$ cat config.mk
export PLATFORM = sky130hd
export DESIGN_NAME = shift_issue_queue
export DESIGN_NICKNAME = d
export VERILOG_FILES = /design/src/rtl/shift_issue_queue.sv
export SDC_FILE = /design/constraint.sdc
export NUM_CORES = 1
export LEC_CHECK = 0
export CORE_MARGIN = 1
export CORE_UTILIZATION = 42
export CTS_CLUSTER_SIZE = 28
export DETAILED_ROUTE_END_ITERATION = 7
export GPL_TIMING_DRIVEN = 0
export PLACE_DENSITY = 0.67
export SYNTH_ARGS = -nofsm -noshare
export SYNTH_HDL_FRONTEND = slang
export SYNTH_SLANG_ARGS = --single-unit
$ cat constraint.sdc
create_clock -name clk -period 3.5 [get_ports clk]
set_clock_uncertainty 0.15 [all_clocks]
set_input_delay 0.525 -clock clk [delete_from_list [all_inputs] [get_ports clk]]
set_output_delay 0.525 -clock clk [all_outputs]
set_load 0.02 [all_outputs]
$ cat src/rtl/shift_issue_queue.sv
// Shift issue queue: a small register FIFO of shift requests feeding an external
// combinational shifter, with a registered, back-pressurable result stage.
module shift_issue_queue #(
    parameter  int WIDTH       = 32,
    parameter  int DEPTH       = 4,
    localparam int SHAMT_WIDTH = $clog2(WIDTH),
    localparam int CNT_WIDTH   = $clog2(DEPTH) + 1
) (
    input  logic                   clk,
    input  logic                   rst_n,
    input  logic                   in_valid,
    output logic                   in_ready,
    input  logic [WIDTH-1:0]       in_data,
    input  logic [SHAMT_WIDTH-1:0] in_shamt,
    input  logic                   in_shope,
    output logic [WIDTH-1:0]       sh_i_1,
    output logic [SHAMT_WIDTH-1:0] sh_shamt,
    output logic                   sh_shope,
    output logic                   sh_enable,
    input  logic [WIDTH-1:0]       sh_o,
    output logic                   out_valid,
    input  logic                   out_ready,
    output logic [WIDTH-1:0]       out_data,
    output logic [CNT_WIDTH-1:0]   count
);

    localparam int PTR_WIDTH = (DEPTH > 1) ? $clog2(DEPTH) : 1;

    logic [WIDTH-1:0]       data_q  [DEPTH];
    logic [SHAMT_WIDTH-1:0] shamt_q [DEPTH];
    logic                   shope_q [DEPTH];

    logic [PTR_WIDTH-1:0]   rd_ptr;
    logic [PTR_WIDTH-1:0]   wr_ptr;
    logic                   head_valid;
    logic                   push;
    logic                   pop;

    // Handshake decode: a pop is exactly a load of the result register.
    always_comb begin
        in_ready   = (count < CNT_WIDTH'(DEPTH));
        head_valid = (count != '0);
        push       = in_valid && in_ready;
        pop        = head_valid && (!out_valid || out_ready);
    end

    // Present the head entry to the shifter, zeroed when the queue is empty.
    always_comb begin
        sh_enable = head_valid;
        sh_i_1    = '0;
        sh_shamt  = '0;
        sh_shope  = 1'b0;
        if (head_valid) begin
            sh_i_1   = data_q[rd_ptr];
            sh_shamt = shamt_q[rd_ptr];
            sh_shope = shope_q[rd_ptr];
        end
    end

    // Queue storage; contents are don't-care until written, so no reset.
    always_ff @(posedge clk) begin
        if (push) begin
            data_q[wr_ptr]  <= in_data;
            shamt_q[wr_ptr] <= in_shamt;
            shope_q[wr_ptr] <= in_shope;
        end
    end

    // Pointers and occupancy; DEPTH is a power of two so pointers wrap naturally.
    always_ff @(posedge clk or negedge rst_n) begin
        if (!rst_n) begin
            rd_ptr <= '0;
            wr_ptr <= '0;
            count  <= '0;
        end else begin
            if (push) wr_ptr <= wr_ptr + PTR_WIDTH'(1);
            if (pop)  rd_ptr <= rd_ptr + PTR_WIDTH'(1);
            if (push && !pop)
                count <= count + CNT_WIDTH'(1);
            else if (pop && !push)
                count <= count - CNT_WIDTH'(1);
        end
    end

    // Result register: capture the shifter output on pop, drop valid when drained.
    always_ff @(posedge clk or negedge rst_n) begin
        if (!rst_n) begin
            out_valid <= 1'b0;
            out_data  <= '0;
        end else if (pop) begin
            out_valid <= 1'b1;
            out_data  <= sh_o;
        end else if (out_ready) begin
            out_valid <= 1'b0;
        end
    end

endmodule

# Yosys cells after proc, flatten, opt, wreduce, memory -nomap -nowiden
# Memory sizes are Yosys's and may differ from the RTL's.
# Cells that the tools add are included.
# Widths: inputs -> output; s select.
[classes] n_addsub=4 order_cmp=1 mux=9 n_reduce_logical=11
[ops] op="$mux 32" count=1
[ops] op="$mux 3" count=2
[ops] op="$mux 1" count=5
[ops] op="$mux 5" count=1
[ops] op="$add 2x1->2 const B" count=2
[ops] op="$logic_and 1x1->1" count=4
[ops] op="$reduce_bool 2->1" count=2
[ops] op="$add 3x1->3 const B" count=1
[ops] op="$logic_not 1->1" count=3
[ops] op="$lt 3x3->1 const B" count=1
[ops] op="$reduce_bool 3->1" count=1
[ops] op="$sub 3x1->3 const B" count=1
[ops] op="$logic_or 1x1->1" count=1
[word_totals] ff_bits=40 ramBits=152 input_bits=74 out_inout_bits=76 elab_cells=33 memories=3
[mem_list] memory="data_q" depth=4 word_bits=32 rd=1 rd_clocked_by_memory_dff=0 wr=1 line="29" rtl="logic [WIDTH-1:0] data_q [DEPTH];"
[mem_list] memory="shamt_q" depth=4 word_bits=5 rd=1 rd_clocked_by_memory_dff=0 wr=1 line="30" rtl="logic [SHAMT_WIDTH-1:0] shamt_q [DEPTH];"
[mem_list] memory="shope_q" depth=4 word_bits=1 rd=1 rd_clocked_by_memory_dff=0 wr=1 line="31" rtl="logic shope_q [DEPTH];"

# Logic depth before layout (Yosys ltp)
[logic_depth] depth_word=6 ltp_mapped=11 ltp_nobuf=9

# Worst setup path before layout
# OpenSTA, ideal clock, no wires.
[synth_path] path_kind="reg2reg" start="register count[1]" end="register count[2]" setup_ns=0.080 arrival_time_ns=2.325 required_time_ns=3.270 setup_slack_ns=0.945 stages_incl_launch_ff=12 path_buffers=2 synth_period_minus_slack_ns=2.555 path_cell_list="dfrtp_1 -> or3_4 -> and2_4 -> buf_6 -> buf_12 -> inv_1 -> ha_1 -> inv_1 -> fa_1 -> xor2_1 -> nor2_1 -> xnor2_1"
[synth_via] elab_chain_cells=5 word_cells_on_any_way=13 cone_classes="add/sub (2); order compare (1); mux (2); reduce/logical (8)"
[synth_lines] item="start, declared" line="24" rtl="output logic [CNT_WIDTH-1:0] count"
[synth_lines] item="start signal, assigned" line="79" rtl="count <= count + CNT_WIDTH'(1);"
[synth_lines] item="start signal, assigned" line="81" rtl="count <= count - CNT_WIDTH'(1);"
[synth_lines] item="$lt 3x3->1 / $reduce_bool 3->1 (equally long branches)" line="41, 42"
[synth_lines] item="$logic_and 1x1->1 (on tied branches)" line="43, 44"
[synth_lines] item="$logic_not 1->1 (on tied branches)" line="80, 78"
[synth_lines] item="$logic_and 1x1->1 (on tied branches)" line="80, 78"
[synth_lines] item="$reduce_bool 2->1 (no line) / $mux 3 (equally long branches)"
# Several ways; a longest one is shown, not always the timed one. The select of a mux whose other input is x is not followed.
# A chain may end at the register's enable or synchronous reset.

# Worst setup path after layout
[layout_path] start="register rd_ptr[0]" end="output port sh_shamt[1]"
[layout_via] elab_chain_cells=2
[layout_lines] item="start, declared" line="33" rtl="logic [PTR_WIDTH-1:0] rd_ptr;"
[layout_lines] item="start signal, assigned" line="77" rtl="if (pop) rd_ptr <= rd_ptr + PTR_WIDTH'(1);"
[layout_lines] item="$mem_v2 4x5"
[layout_lines] item="$mux 5" line="53" rtl="if (head_valid) begin"
[layout_lines] item="end, declared" line="17" rtl="output logic [SHAMT_WIDTH-1:0] sh_shamt,"
# Every way passes these cells.

==> metrics.txt <==
# TYPE chip_impl_metric gauge
chip_impl_metric{name="ctsHtreeMaxLevel",unit=""} 4
chip_impl_metric{name="synth.net_count",unit=""} 429
chip_impl_metric{name="final_routed_drc_violation_total",unit=""} 0
chip_impl_metric{name="cp_num_cells",unit=""} 5
chip_impl_metric{name="wire_per_inst",unit="um"} 19.0
chip_impl_metric{name="syn-instance-count",unit=""} 349
chip_impl_metric{name="fp.dieW",unit="um"} 136
chip_impl_metric{name="vias_per_cell",unit=""} 4.91
chip_impl_metric{name="floorplan.initialDensity",unit=""} 0.432
chip_impl_metric{name="achievable-frequency",unit="MHz"} 307
chip_impl_metric{name="routabilityCongestion",unit=""} 0.667
chip_impl_metric{name="timing.final.hold_violations",unit=""} 0
chip_impl_metric{name="postSynthRegisterBits",unit=""} 192
chip_impl_metric{name="timing.reg2reg.worst_path_depth",unit=""} 11
chip_impl_metric{name="syn-mean-instance-area",unit="um^2"} 21.5
chip_impl_metric{name="cts_hold_buffers",unit=""} 0
chip_impl_metric{name="power_leakage",unit="nW"} 3.51
chip_impl_metric{name="routed_wirelength",unit="mm"} 14.4
chip_impl_metric{name="postLayoutSetupSlackWorst",unit="ns"} 0.238
chip_impl_info{name="worst_path_dominant_cell_family",value="buffers and inverters"} 1
chip_impl_metric{name="io_buffers",unit=""} 149
chip_impl_metric{name="post-route-period-util",unit=""} 0.932
chip_impl_metric{name="postRouteAntennaNets",unit=""} 0
chip_impl_info{name="root_buffer",value="sky130_fd_sc_hd__clkbuf_16"} 1
chip_impl_info{name="netlist_top_cells_count",value="sky130_fd_sc_hd__edfxtp_1, sky130_fd_sc_hd__and2_1, sky130_fd_sc_hd__dfrtp_1"} 1
chip_impl_metric{name="ys_types",unit=""} 23
chip_impl_metric{name="clock_insertion_delay_worst_skew",unit="ns"} 0.43
chip_impl_metric{name="post_cts_resized",unit=""} 1
chip_impl_metric{name="tritoncts.num_buffers",unit=""} 17
chip_impl_info{name="synth_area_leader_cell",value="sky130_fd_sc_hd__edfxtp_1"} 1
chip_impl_metric{name="grt_pass1_vias",unit=""} 4012
chip_impl_info{name="critPathCaptureType",value="primary output"} 1
chip_impl_metric{name="timing.max_cap.violations",unit=""} 0
chip_impl_metric{name="timing.critical_path.arrival",unit="ns"} 2.59
chip_impl_metric{name="crit_path_max_fanout",unit=""} 10
chip_impl_info{name="cpMaxStageDelayCell",value="sky130_fd_sc_hd__mux4_2"} 1
chip_impl_metric{name="clock_path_buffers",unit=""} 2
chip_impl_metric{name="hold_slack",unit="ns"} 0.0779
chip_impl_metric{name="yosys.area.top_type_share",unit=""} 0.609
chip_impl_metric{name="placement_row_count",unit=""} 48
chip_impl_metric{name="netlist_area",unit="um^2"} 7500
chip_impl_metric{name="post_route_cells_drive_above_1_share",unit=""} 0.228
chip_impl_info{name="critical_path_class",value="flip-flop to primary output"} 1
chip_impl_metric{name="antenna_cells",unit=""} 0
chip_impl_info{name="cp_cell_sequence",value="clkbuf_1 -> buf_2 -> mux4_2 -> and2_1 -> clkdlybuf4s50_1"} 1
chip_impl_info{name="worstHoldPathType",value="input pin to async pin"} 1
chip_impl_info{name="setup.worst_path.start_class",value="flip-flop"} 1
chip_impl_metric{name="report.final.slew_viol_count",unit=""} 0
chip_impl_metric{name="ys_seq_area_frac",unit=""} 0.742
chip_impl_metric{name="grt_util_all_layers",unit=""} 0.166
chip_impl_metric{name="finalSetupViolCount",unit=""} 0
chip_impl_metric{name="pre_cts_slack",unit="ns"} 0.455
chip_impl_metric{name="total_non_filler_cell_area_in_the_finished_layout",unit="um^2"} 9930
chip_impl_metric{name="antenna_found_initial",unit=""} 0
chip_impl_metric{name="synth.yosys.warnings",unit=""} 0
chip_impl_metric{name="detail_route.iter0.violations",unit=""} 153
chip_impl_metric{name="pre_repair_dr_iteration_count",unit=""} 4
chip_impl_metric{name="post_dp_cell_area",unit="um^2"} 9350
chip_impl_metric{name="async_flop_share",unit=""} 0.208
chip_impl_metric{name="core_area",unit="um^2"} 17400
chip_impl_info{name="synth.top_cells.by_area",value="sky130_fd_sc_hd__edfxtp_1, sky130_fd_sc_hd__dfrtp_1, sky130_fd_sc_hd__mux4_2, sky130_fd_sc_hd__mux2_4, sky130_fd_sc_hd__and2_1"} 1
chip_impl_metric{name="fp.dieArea",unit="um^2"} 18400
chip_impl_metric{name="area_delta_synth_final",unit="%"} 32.3
chip_impl_metric{name="num-nets-final",unit=""} 601
chip_impl_metric{name="vdd_drop_max",unit="V"} 0.000450
chip_impl_metric{name="grt_pass1_wl",unit="mm"} 21.9
chip_impl_metric{name="top_level_ports",unit=""} 150
chip_impl_info{name="synth_top_flop_cell",value="sky130_fd_sc_hd__edfxtp_1"} 1
chip_impl_metric{name="numClockSinks",unit=""} 192
chip_impl_metric{name="slew_headroom",unit=""} 0.392
chip_impl_info{name="cts_tree",value="done"} 1
chip_impl_metric{name="fin_crit",unit="ns"} 3.26
chip_impl_metric{name="cp.required",unit="ns"} 2.82
chip_impl_metric{name="synth_enable_flop_cells",unit=""} 152
chip_impl_metric{name="r2r_setup_slack",unit="ns"} 0.84
chip_impl_metric{name="power-per-cell-area",unit="nW/um^2"} 867
chip_impl_info{name="yosysMostFrequentCell",value="sky130_fd_sc_hd__edfxtp_1"} 1
chip_impl_metric{name="die_y",unit="um"} 136
chip_impl_metric{name="worst-slew-pin-transition",unit="ns"} 0.912
chip_impl_metric{name="via_count",unit=""} 3728
chip_impl_metric{name="critPathMaxStageDelay",unit="ns"} 0.59
chip_impl_metric{name="grt_max_degree",unit=""} 41
chip_impl_metric{name="clk_transition_reported_paths",unit="ns"} 0.07
chip_impl_metric{name="setup_total_negative_slack",unit="ns"} 0
chip_impl_metric{name="cts_setup_buffers",unit=""} 0
chip_impl_info{name="status",value="complete, no violations"} 1
chip_impl_metric{name="fill_cells",unit=""} 1315
chip_impl_metric{name="timing.critical_path.buf_inv",unit=""} 3
chip_impl_info{name="grt_setup_unrepaired",value="no"} 1
chip_impl_metric{name="place.detailed.hpwl",unit="mm"} 9.31
chip_impl_metric{name="grt.overflow.total",unit=""} 0
==> cells in the final DEF, fill, tap and decap left out, drive strengths merged, types with 2 or more instances in the layout <==
cell type and instances:
clkdlybuf4s50 148, xor2 2, mux4 38, mux2 33, xnor2 4, and2 43
clkinv 5, ha 5, clkbuf 27, nand2b 2, inv 13, edfxtp 152
buf 14, dfrtp 40
==> flip-flops by register name, summed over array words and instances, names as in the netlist <==
signal     cells
data_q       128
shope_q        4
count          3
out_data      32
wr_ptr         2
shamt_q       20
out_valid      1
rd_ptr         2
==> final timing paths <==
path	from	to
min in group clk	out_data[17]	out_data[17]
max	rd_ptr[0]	sh_shamt[1]
max reg2reg	count[1]	count[2]
min	rst_n	out_data[28]
min reg2reg	out_data[17]	out_data[17]
max in group asynchronous	rst_n	rd_ptr[1]
==> layout make-up <==
cell class	instances	area, um^2	area share
multi-input cells	134	1790	0.180
well taps	225	282	0.0284
clock inverters	14	143	0.0144
inverters	5	18.8	0.00189
clock buffers	18	429	0.0432
flip-flops and latches	192	5570	0.561
repair buffers	153	1570	0.158
plain buffers	18	131	0.0132
==> report_power, final <==
group          total, W  switching (W)  internal (W)
clock network   0.00187       0.000866       0.00101
logic           0.00363        0.00172       0.00192
registers       0.00310       0.000173       0.00292
==> through the flow <==
stage,util,total power [W],instances
6_report,0.572,0.00860,759
3_3_place_gp,0.534,0.00676,723
5_1_grt,0.572,0.00901,759
2_1_floorplan,-,0.00528,349
4_1_cts,0.572,0.00872,759
3_5_place_dp,0.539,0.00683,727
==> logic make-up after synthesis <==
logic type                 after synthesis  share of synthesized area
and+or+nand+nor                         50                     0.0419
muxes                                   71                      0.178
DFF                                    192                      0.742
buffers and inverters                   23                     0.0198
AOI/OAI and AO/OA                        1                   0.000667
adders and majority gates                6                     0.0110
xor gates and xnor gates                 6                    0.00701
==> routing by layer <==
| layer | global-route usage | wire length, um | up-vias |
|---|---|---|---|
| met2 | 0.266 | 7260 | 105 |
| met3 | 0.0479 | 718 | 16 |
| li1 | - | - | 1702 |
| met1 | 0.211 | 6170 | 1905 |
| met4 | 0.0712 | 240 | 0 |
| met5 | 0 | 0 | - |
Power figures use the tool's default switching activity.
